## config.mk

```make
export PLATFORM = sky130hd
export DESIGN_NAME = if_fetch_unit_flat
export DESIGN_NICKNAME = d
export VERILOG_FILES = /design/src/rtl/if_fetch_unit_if.sv /design/src/rtl/if_fetch_unit.sv /design/src/flat_wrapper.sv
export SDC_FILE = /design/constraint.sdc
export NUM_CORES = 1
export LEC_CHECK = 0
export ABC_CLOCK_PERIOD_IN_PS = 2500
export BUFFER_PORTS_ARGS = -buffer_cell sky130_fd_sc_hd__buf_2
export CAP_MARGIN = 40
export CORE_ASPECT_RATIO = 0.5
export CORE_UTILIZATION = 52
export CTS_BUF_LIST = sky130_fd_sc_hd__clkbuf_2 sky130_fd_sc_hd__clkbuf_4 sky130_fd_sc_hd__clkbuf_8
export DETAILED_ROUTE_END_ITERATION = 16
export PLACE_DENSITY_LB_ADDON = 0.08
export SLEW_MARGIN = 20
export SYNTH_ARGS = -nofsm -noshare
export SYNTH_HDL_FRONTEND = slang
export SYNTH_SLANG_ARGS = --single-unit
export TNS_END_PERCENT = 20
```

## constraint.sdc

```tcl
create_clock -name clk -period 2.5 [get_ports clk]
set_input_delay 0.25 -clock clk [delete_from_list [all_inputs] [get_ports clk]]
set_output_delay 0.25 -clock clk [all_outputs]
set_load 0.01 [all_outputs]
```

## src/rtl/if_fetch_unit_if.sv

```systemverilog
// SRAM-like instruction-read channel between the fetch stage and instruction memory.
// Request side is valid/ready (req/addr_ok); the response side is a single data_ok strobe.
interface if_fetch_unit_if;
  logic        req;
  logic        wr;
  logic [1:0]  size;
  logic [3:0]  wstrb;
  logic [31:0] addr;
  logic [31:0] wdata;
  logic        addr_ok;
  logic        data_ok;
  logic [31:0] rdata;

  modport master (
    output req, wr, size, wstrb, addr, wdata,
    input  addr_ok, data_ok, rdata
  );

  modport slave (
    input  req, wr, size, wstrb, addr, wdata,
    output addr_ok, data_ok, rdata
  );
endinterface

```

## src/rtl/if_fetch_unit.sv

```systemverilog
// Instruction-fetch stage: one outstanding SRAM read, a one-entry {pc, inst} buffer toward decode,
// and branch redirect that squashes the buffer and any response still in flight.
module if_fetch_unit #(
  parameter logic [31:0] RESET_PC = 32'h1C00_0000
) (
  input  logic            clk,
  input  logic            resetn,
  input  logic            ID_Allow_in,
  input  logic [33:0]     br_bus,
  output logic            IF_to_ID_Valid,
  output logic [63:0]     IF_to_ID_Bus,
  if_fetch_unit_if.master inst_sram
);

  typedef enum logic {
    S_REQ,
    S_WAIT
  } state_t;

  state_t      state, state_nxt;
  logic [31:0] fetch_pc, fetch_pc_nxt;
  logic [31:0] req_pc, req_pc_nxt;
  logic        cancel, cancel_nxt;
  logic        buf_valid, buf_valid_nxt;
  logic [31:0] buf_pc, buf_pc_nxt;
  logic [31:0] buf_inst, buf_inst_nxt;

  logic        br_taken;
  logic [31:0] br_target;
  logic        unused_stall;
  logic        drain;
  logic        addr_hs;
  logic        data_ret;

  assign br_taken     = br_bus[33];
  assign br_target    = br_bus[32:1];
  assign unused_stall = br_bus[0];

  assign drain    = buf_valid & ID_Allow_in & ~br_taken;
  assign addr_hs  = inst_sram.req & inst_sram.addr_ok;
  assign data_ret = (state == S_WAIT) & inst_sram.data_ok;

  // resetn gates req so the bus is quiet while reset is held, not just after the first edge.
  assign inst_sram.req   = resetn & (state == S_REQ) & (~buf_valid | drain);
  assign inst_sram.addr  = fetch_pc;
  assign inst_sram.wr    = 1'b0;
  assign inst_sram.size  = 2'b10;
  assign inst_sram.wstrb = '0;
  assign inst_sram.wdata = '0;

  assign IF_to_ID_Valid = buf_valid & ~br_taken;
  assign IF_to_ID_Bus   = {buf_pc, buf_inst};

  always_ff @(posedge clk or negedge resetn) begin
    if (!resetn) begin
      state     <= S_REQ;
      fetch_pc  <= RESET_PC;
      req_pc    <= '0;
      cancel    <= 1'b0;
      buf_valid <= 1'b0;
      buf_pc    <= '0;
      buf_inst  <= '0;
    end else begin
      state     <= state_nxt;
      fetch_pc  <= fetch_pc_nxt;
      req_pc    <= req_pc_nxt;
      cancel    <= cancel_nxt;
      buf_valid <= buf_valid_nxt;
      buf_pc    <= buf_pc_nxt;
      buf_inst  <= buf_inst_nxt;
    end
  end

  always_comb begin
    state_nxt     = state;
    fetch_pc_nxt  = fetch_pc;
    req_pc_nxt    = req_pc;
    cancel_nxt    = cancel;
    buf_valid_nxt = buf_valid;
    buf_pc_nxt    = buf_pc;
    buf_inst_nxt  = buf_inst;

    // Drain only happens in S_REQ with a full buffer, so it never races a refill.
    if (drain) begin
      buf_valid_nxt = 1'b0;
    end

    unique case (state)
      S_REQ: begin
        if (addr_hs) begin
          state_nxt    = S_WAIT;
          req_pc_nxt   = fetch_pc;
          fetch_pc_nxt = fetch_pc + 32'd4;
        end
      end
      S_WAIT: begin
        if (inst_sram.data_ok) begin
          state_nxt = S_REQ;
          if (cancel) begin
            cancel_nxt = 1'b0;
          end else if (!br_taken) begin
            buf_valid_nxt = 1'b1;
            buf_pc_nxt    = req_pc;
            buf_inst_nxt  = inst_sram.rdata;
          end
        end
      end
      default: state_nxt = S_REQ;
    endcase

    // Redirect wins over every other update this cycle.
    if (br_taken) begin
      buf_valid_nxt = 1'b0;
      fetch_pc_nxt  = br_target;
      if (addr_hs) begin
        cancel_nxt = 1'b1;
      end else if (data_ret) begin
        cancel_nxt = 1'b0;
      end else if (state == S_WAIT) begin
        cancel_nxt = 1'b1;
      end
    end
  end

endmodule

```

## src/flat_wrapper.sv

```systemverilog
// flat-port wrapper written by rule: the top's interface ports become plain ports
module if_fetch_unit_flat 
#(
  parameter logic [31:0] RESET_PC = 32'h1C00_0000
)
  (clk, resetn, ID_Allow_in, br_bus, IF_to_ID_Valid, IF_to_ID_Bus, inst_sram_req, inst_sram_wr, inst_sram_size, inst_sram_wstrb, inst_sram_addr, inst_sram_wdata, inst_sram_addr_ok, inst_sram_data_ok, inst_sram_rdata);
  if_fetch_unit_if inst_sram_i ();
  input  logic clk;
  input  logic resetn;
  input  logic ID_Allow_in;
  input  logic [33:0] br_bus;
  output logic IF_to_ID_Valid;
  output logic [63:0] IF_to_ID_Bus;
  output wire logic [$bits(inst_sram_i.req)-1:0] inst_sram_req;
  output wire logic [$bits(inst_sram_i.wr)-1:0] inst_sram_wr;
  output wire logic [$bits(inst_sram_i.size)-1:0] inst_sram_size;
  output wire logic [$bits(inst_sram_i.wstrb)-1:0] inst_sram_wstrb;
  output wire logic [$bits(inst_sram_i.addr)-1:0] inst_sram_addr;
  output wire logic [$bits(inst_sram_i.wdata)-1:0] inst_sram_wdata;
  input wire logic [$bits(inst_sram_i.addr_ok)-1:0] inst_sram_addr_ok;
  input wire logic [$bits(inst_sram_i.data_ok)-1:0] inst_sram_data_ok;
  input wire logic [$bits(inst_sram_i.rdata)-1:0] inst_sram_rdata;
  assign inst_sram_req = inst_sram_i.req;
  assign inst_sram_wr = inst_sram_i.wr;
  assign inst_sram_size = inst_sram_i.size;
  assign inst_sram_wstrb = inst_sram_i.wstrb;
  assign inst_sram_addr = inst_sram_i.addr;
  assign inst_sram_wdata = inst_sram_i.wdata;
  assign inst_sram_i.addr_ok = inst_sram_addr_ok;
  assign inst_sram_i.data_ok = inst_sram_data_ok;
  assign inst_sram_i.rdata = inst_sram_rdata;
  if_fetch_unit #(.RESET_PC(RESET_PC)) u_core (.clk(clk), .resetn(resetn), .ID_Allow_in(ID_Allow_in), .br_bus(br_bus), .IF_to_ID_Valid(IF_to_ID_Valid), .IF_to_ID_Bus(IF_to_ID_Bus), .inst_sram(inst_sram_i));
endmodule
```

After elaboration in Yosys (flattened, before gate mapping):

Cells that the tools add are included.

* register bits after elaboration: 131
* bits in read-only memories: 0
* latch bits: 0
* memories kept: 0
* memory bits (writable): 0

* equal/unequal tests: 1
* order comparisons: 0
* add/sub/neg operators: 1
* reductions and logical operators: 4
* shift operators: 0
* multiplexer cells: 17
* multiply operators: 0
* bitwise logic cells: 12
* divide/modulo/power cells: 0

Operator list (number)
* $mux W32: 3
* $add A32 B3 Y32 const B: 1
* $mux W1: 13
* $and A1 B1 Y1: 7
* $not A1 Y1: 4
* $reduce_and A2 Y1: 2
* $reduce_and A4 Y1: 1
* $ne A2 B2 Y1 const B: 1
* $pmux W1 S2: 1
* $reduce_bool A2 Y1: 1
* $or A1 B1 Y1: 1

Logic depth before layout (Yosys ltp):

* depth after elaboration: 8
* mapped depth: 7
* depth with buffers taken out: 5

Least setup slack after synthesis:

OpenSTA, ideal clock, no wires.

* kind: register to register
* from: register u_core.fetch_pc[2] (netlist: u_core.inst_sram.addr[2])
* to: register u_core.fetch_pc[26] (netlist: u_core.inst_sram.addr[26])
* period minus slack after synthesis: 2120 ps
* library setup time: 77 ps
* setup slack: 380 ps
* stages on the path, launching flop included: 7
* arrival: 2043 ps
* cells stage by stage: dfrtp_1 -> ha_1 -> nand3_1 -> or4_1 -> clkbuf_2 -> or4_1 -> a31oi_1

* word-level cells in the longest chain between the ends: 4

RTL lines
* start, declared: line if_fetch_unit.sv:21 `logic [31:0] fetch_pc, fetch_pc_nxt;`
* start signal, assigned: line if_fetch_unit.sv:65 `fetch_pc <= fetch_pc_nxt;`
* $add A32 B3 Y32: line if_fetch_unit.sv:93 `fetch_pc_nxt = fetch_pc + 32'd4;`
* $mux W32: line if_fetch_unit.sv:90 `if (addr_hs) begin`
* $mux W32: line if_fetch_unit.sv:88 `unique case (state)`
* $mux W32: line if_fetch_unit.sv:112 `if (br_taken) begin`

No other way between the ends. The select of a mux whose other input is x is not followed.
A chain may end at the register's enable or synchronous reset.

Final worst setup path:

* from: register u_core.fetch_pc[5] (netlist: u_core.inst_sram.addr[5])
* to: register u_core.fetch_pc[25] (netlist: u_core.inst_sram.addr[25])

The elaborated chain is that of the path after synthesis.

==> impl_results.md <==
* Max H-tree Level at 4
* #FFs+latches synth at 131
* Post-synthesis sequential area ratio at 55.11%
* GPL Wtd Cong at 0.7660
* # DRC at 0
* Post-Route WL at 13090 µm
* Slew Viols, Final at 0
* Post-synth EDFFs at 0
* Worst Tran Pin Value at 0.7374 ns
* Final WS setup at 0.2925 ns
* Reg-to-reg endpoint: u_core.inst_sram.addr[25]$_DFFE_PN0P_
* CTS tree: built
* Post-route ant nets at 0
* Top cells by area, synth: dfrtp_1 54%, mux2_2 18%, buf_4 4.9%
* Via count at 4363
* Clk slew on worst S/H paths at 0.07 ns
* Clock power frac at 28.2%
* I/O Buffers at 167
* Boundary Pins at 208
* Worst-path fanout max at 10
* CP max-delay cell: or4_1
* Hold Path Class: input pin to flop
* Post-DP HPWL at 9052 µm
* RSZ-0062 raised after global routing: no
* Later-pin clock latency in the skew report at 0.43 ns
* Final Hold Viols at 0
* CP required at 2.85 ns
* Placed insts at 792
* Post-place setup slack at 0.3347 ns
* Drt via density at 5.295
* Final setup viols at 0
* Worst Hold Launch: br_bus[6]
* R2R setup slack at 0.29 ns
* Post-synth top area share at 53.78%
* Peak supply drop at 0.0004827 V
* Power Internal at 0.005017 W
* Synthesized cell area at 5956 µm²
* Delay-heaviest family, CP: simple AND/OR/NAND/NOR gates
* Die width at 153.4 µm
* YS warnings at 0
* Async SR Flop Fraction at 100.0%
* R2r worst-path depth at 4
* Synth Flop Type: dfrtp_1
* Cell repeated most along the worst path: or4_1
* Mean Syn Cell Area at 12.06 µm²
* Fin cells at 824
* Kind of critical path: flop to flop
* Worst-path cell chain: nand4_2 > or4_1 > or4_1 > a31oi_1
* Util after Layout at 66.06%
* Lkg Pwr at 3.395 nW
* First-pass GRT wire length at 21050 µm
* Filler cells at 906
* Rel. slew slack at 50.84%
* Area post-placement at 6867 µm²
* Cts bufs inserted at 17
* 1st-pass router iterations at 4
* Clk root buf: clkbuf_8
* Synthesized instance count at 494
* Clock Path Buffers at 2
* Yosys cell types at 49
* Logic pwr share at 26.6%
* Die height at 77.68 µm
* Max Freq at 453.0 MHz
* Cell area after layout at 7320 µm²
* 1st-iter DRT viols at 259
* Max cap viols at 0
* Final Skew at 0.01370 ns
* Setup crit end kind: flop
* Setup TNS at 0 ns
* Number of global-route vias before repair at 4135
* Worst Hold Path EP: u_core.inst_sram.addr[5]$_DFFE_PN0P_
* Worst Hold Depth at 3
* Overflow left after global routing at 0
* Nets at 739
* Die Area at 11910 µm²
* Pwr per Cell Area at 972.8 nW/µm²
* ANT cells at 0
* Initial Util at 53.75%
* Area Overhead vs Synth at 22.90%
* Num rows at 27
* Outcome: completed
* Sequential fraction of design power at 45.2%
* Switching share of power at 29.54%
* Crit path launch type: flop
* GRT Total Usage at 22.80%
* Share of cells above drive strength 1 at 46.24%
* Reg-to-reg critical path startpoint: u_core.inst_sram.addr[5]$_DFFE_PN0P_
* Core footprint at 11080 µm²
* WP buf/inv at 0
* Post-CTS sizing at 0
* Tmin final at 2.207 ns
* Post-synth top cells: 128 x dfrtp_1, 93 x mux2_2, 39 x buf_4, 27 x nand2_1, 21 x nor2_1
* Largest stage delay, worst path at 0.73 ns
* Final period util at 88.30%
* Sw power at 0.002103 W
* Clk sinks at 131
* Most common cell in the netlist: dfrtp_1
* Synth area leader: dfrtp_1
* Pin count of the biggest net entering global routing at 59
* WP data arrival at 2.55 ns
* Wirelength per Cell at 15.89 µm
* Initial antenna violation count at 0
==> worst reg2reg max path, delay by kind of cell (launching register included) <==
family,cells,cell delay [ns]
flip-flops,1,0.50
AO/OA/AOI/OAI,1,0.17
AND/OR/NAND/NOR,3,1.45
==> area by class of cell <==
class / instances / area, µm² / area share [%]
Clock inverter: 8 / 151.4 / 2.068
Sequential cell: 131 / 3282 / 44.84
Clock buffer: 23 / 291.5 / 3.983
Timing Repair Buffer: 184 / 1005 / 13.73
Tap cell: 145 / 181.4 / 2.479
Multi-Input combinational cell: 325 / 2379 / 32.50
Inverter: 8 / 30.03 / 0.4103
==> what timing repair did <==
| action | 4_1_cts | 5_1_grt |
|---|---|---|
| hold endpoints to repair | 24 | 0 |
| hold buffers | 1 | 0 |
| buffers inserted | 0 | 0 |
==> layout by cell type, fill, tap and decap left out, types with 4 or more instances in the layout <==
master,count
clkbuf_8,19
or3_1,5
nand3_1,7
mux2_2,93
o21ai_0,15
nand4_1,12
nor2_1,21
bufinv_16,4
or4_1,17
nor2b_1,5
a31oi_1,18
inv_1,7
buf_4,14
dfrtp_1,128
o31ai_1,14
buf_2,166
nand2_1,27
conb_1,39
clkbuf_4,4
==> sequential cells by signal, summed over array words and instances, names as in the netlist, named ones only <==
| name | flops |
|---|---|
| u_core.buf_inst | 32 |
| u_core.buf_pc | 32 |
| u_core.buf_valid | 1 |
| u_core.inst_sram.addr | 32 |
| u_core.req_pc | 32 |
| u_core.state | 1 |
==> per-stage QoR <==
step                hold slack, ns  total power, W
finish                     0.03871        0.007121
global route               0.02479        0.007525
CTS                        0.01276        0.007195
detailed placement          0.2856        0.005181
global placement            0.4573        0.005103
floorplan                 -0.04559        0.004342
==> metal layers <==
metal | vias to the layer above | track usage [%] | share of wire (%) | wire length, µm
li1 | 2079 | - | - | -
met2 | 161 | 36.62 | 46 | 6071
met3 | 8 | 5.419 | 6.2 | 813
met4 | 0 | 7.800 | 0.71 | 93
met5 | - | 0 | 0 | 0
met1 | 2115 | 30.63 | 47 | 6115
==> cells by family after synthesis <==
family	count (synthesis)	share of synthesized area (%)
muxes	95	17.92
xor gates and xnor gates	5	0.7354
adders and majority gates	1	0.2101
other	2	0.1261
and+or+nand+nor	114	10.44
AOI/OAI and AO/OA	71	8.088
buffers and inverters	75	7.374
DFF	131	55.11
==> worst max path at each step <==
stage	startpoint	endpoint	slack [ns]	cells past startpoint
global placement	u_core.inst_sram.addr[5]$_DFFE_PN0P_	u_core.inst_sram.addr[25]$_DFFE_PN0P_	0.37	4
global route	u_core.inst_sram.addr[5]$_DFFE_PN0P_	u_core.inst_sram.addr[25]$_DFFE_PN0P_	0.18	4
CTS	u_core.inst_sram.addr[5]$_DFFE_PN0P_	u_core.inst_sram.addr[25]$_DFFE_PN0P_	0.31	4
finish	u_core.inst_sram.addr[5]$_DFFE_PN0P_	u_core.inst_sram.addr[25]$_DFFE_PN0P_	0.29	4
floorplan	u_core.inst_sram.addr[2]$_DFFE_PN0P_	u_core.inst_sram.addr[26]$_DFFE_PN1P_	0.38	6
detailed placement	u_core.inst_sram.addr[5]$_DFFE_PN0P_	u_core.inst_sram.addr[25]$_DFFE_PN0P_	0.33	4
==> power by group through the flow <==
stage          clock network, W  registers [W]  logic (W)
2_1_floorplan                 0        0.00350   0.000842
3_3_place_gp                  0        0.00323    0.00187
3_5_place_dp                  0        0.00327    0.00191
4_1_cts                 0.00205        0.00323    0.00192
5_1_grt                 0.00214        0.00333    0.00206
6_report                0.00201        0.00322    0.00189
Power figures use the tool's default switching activity.
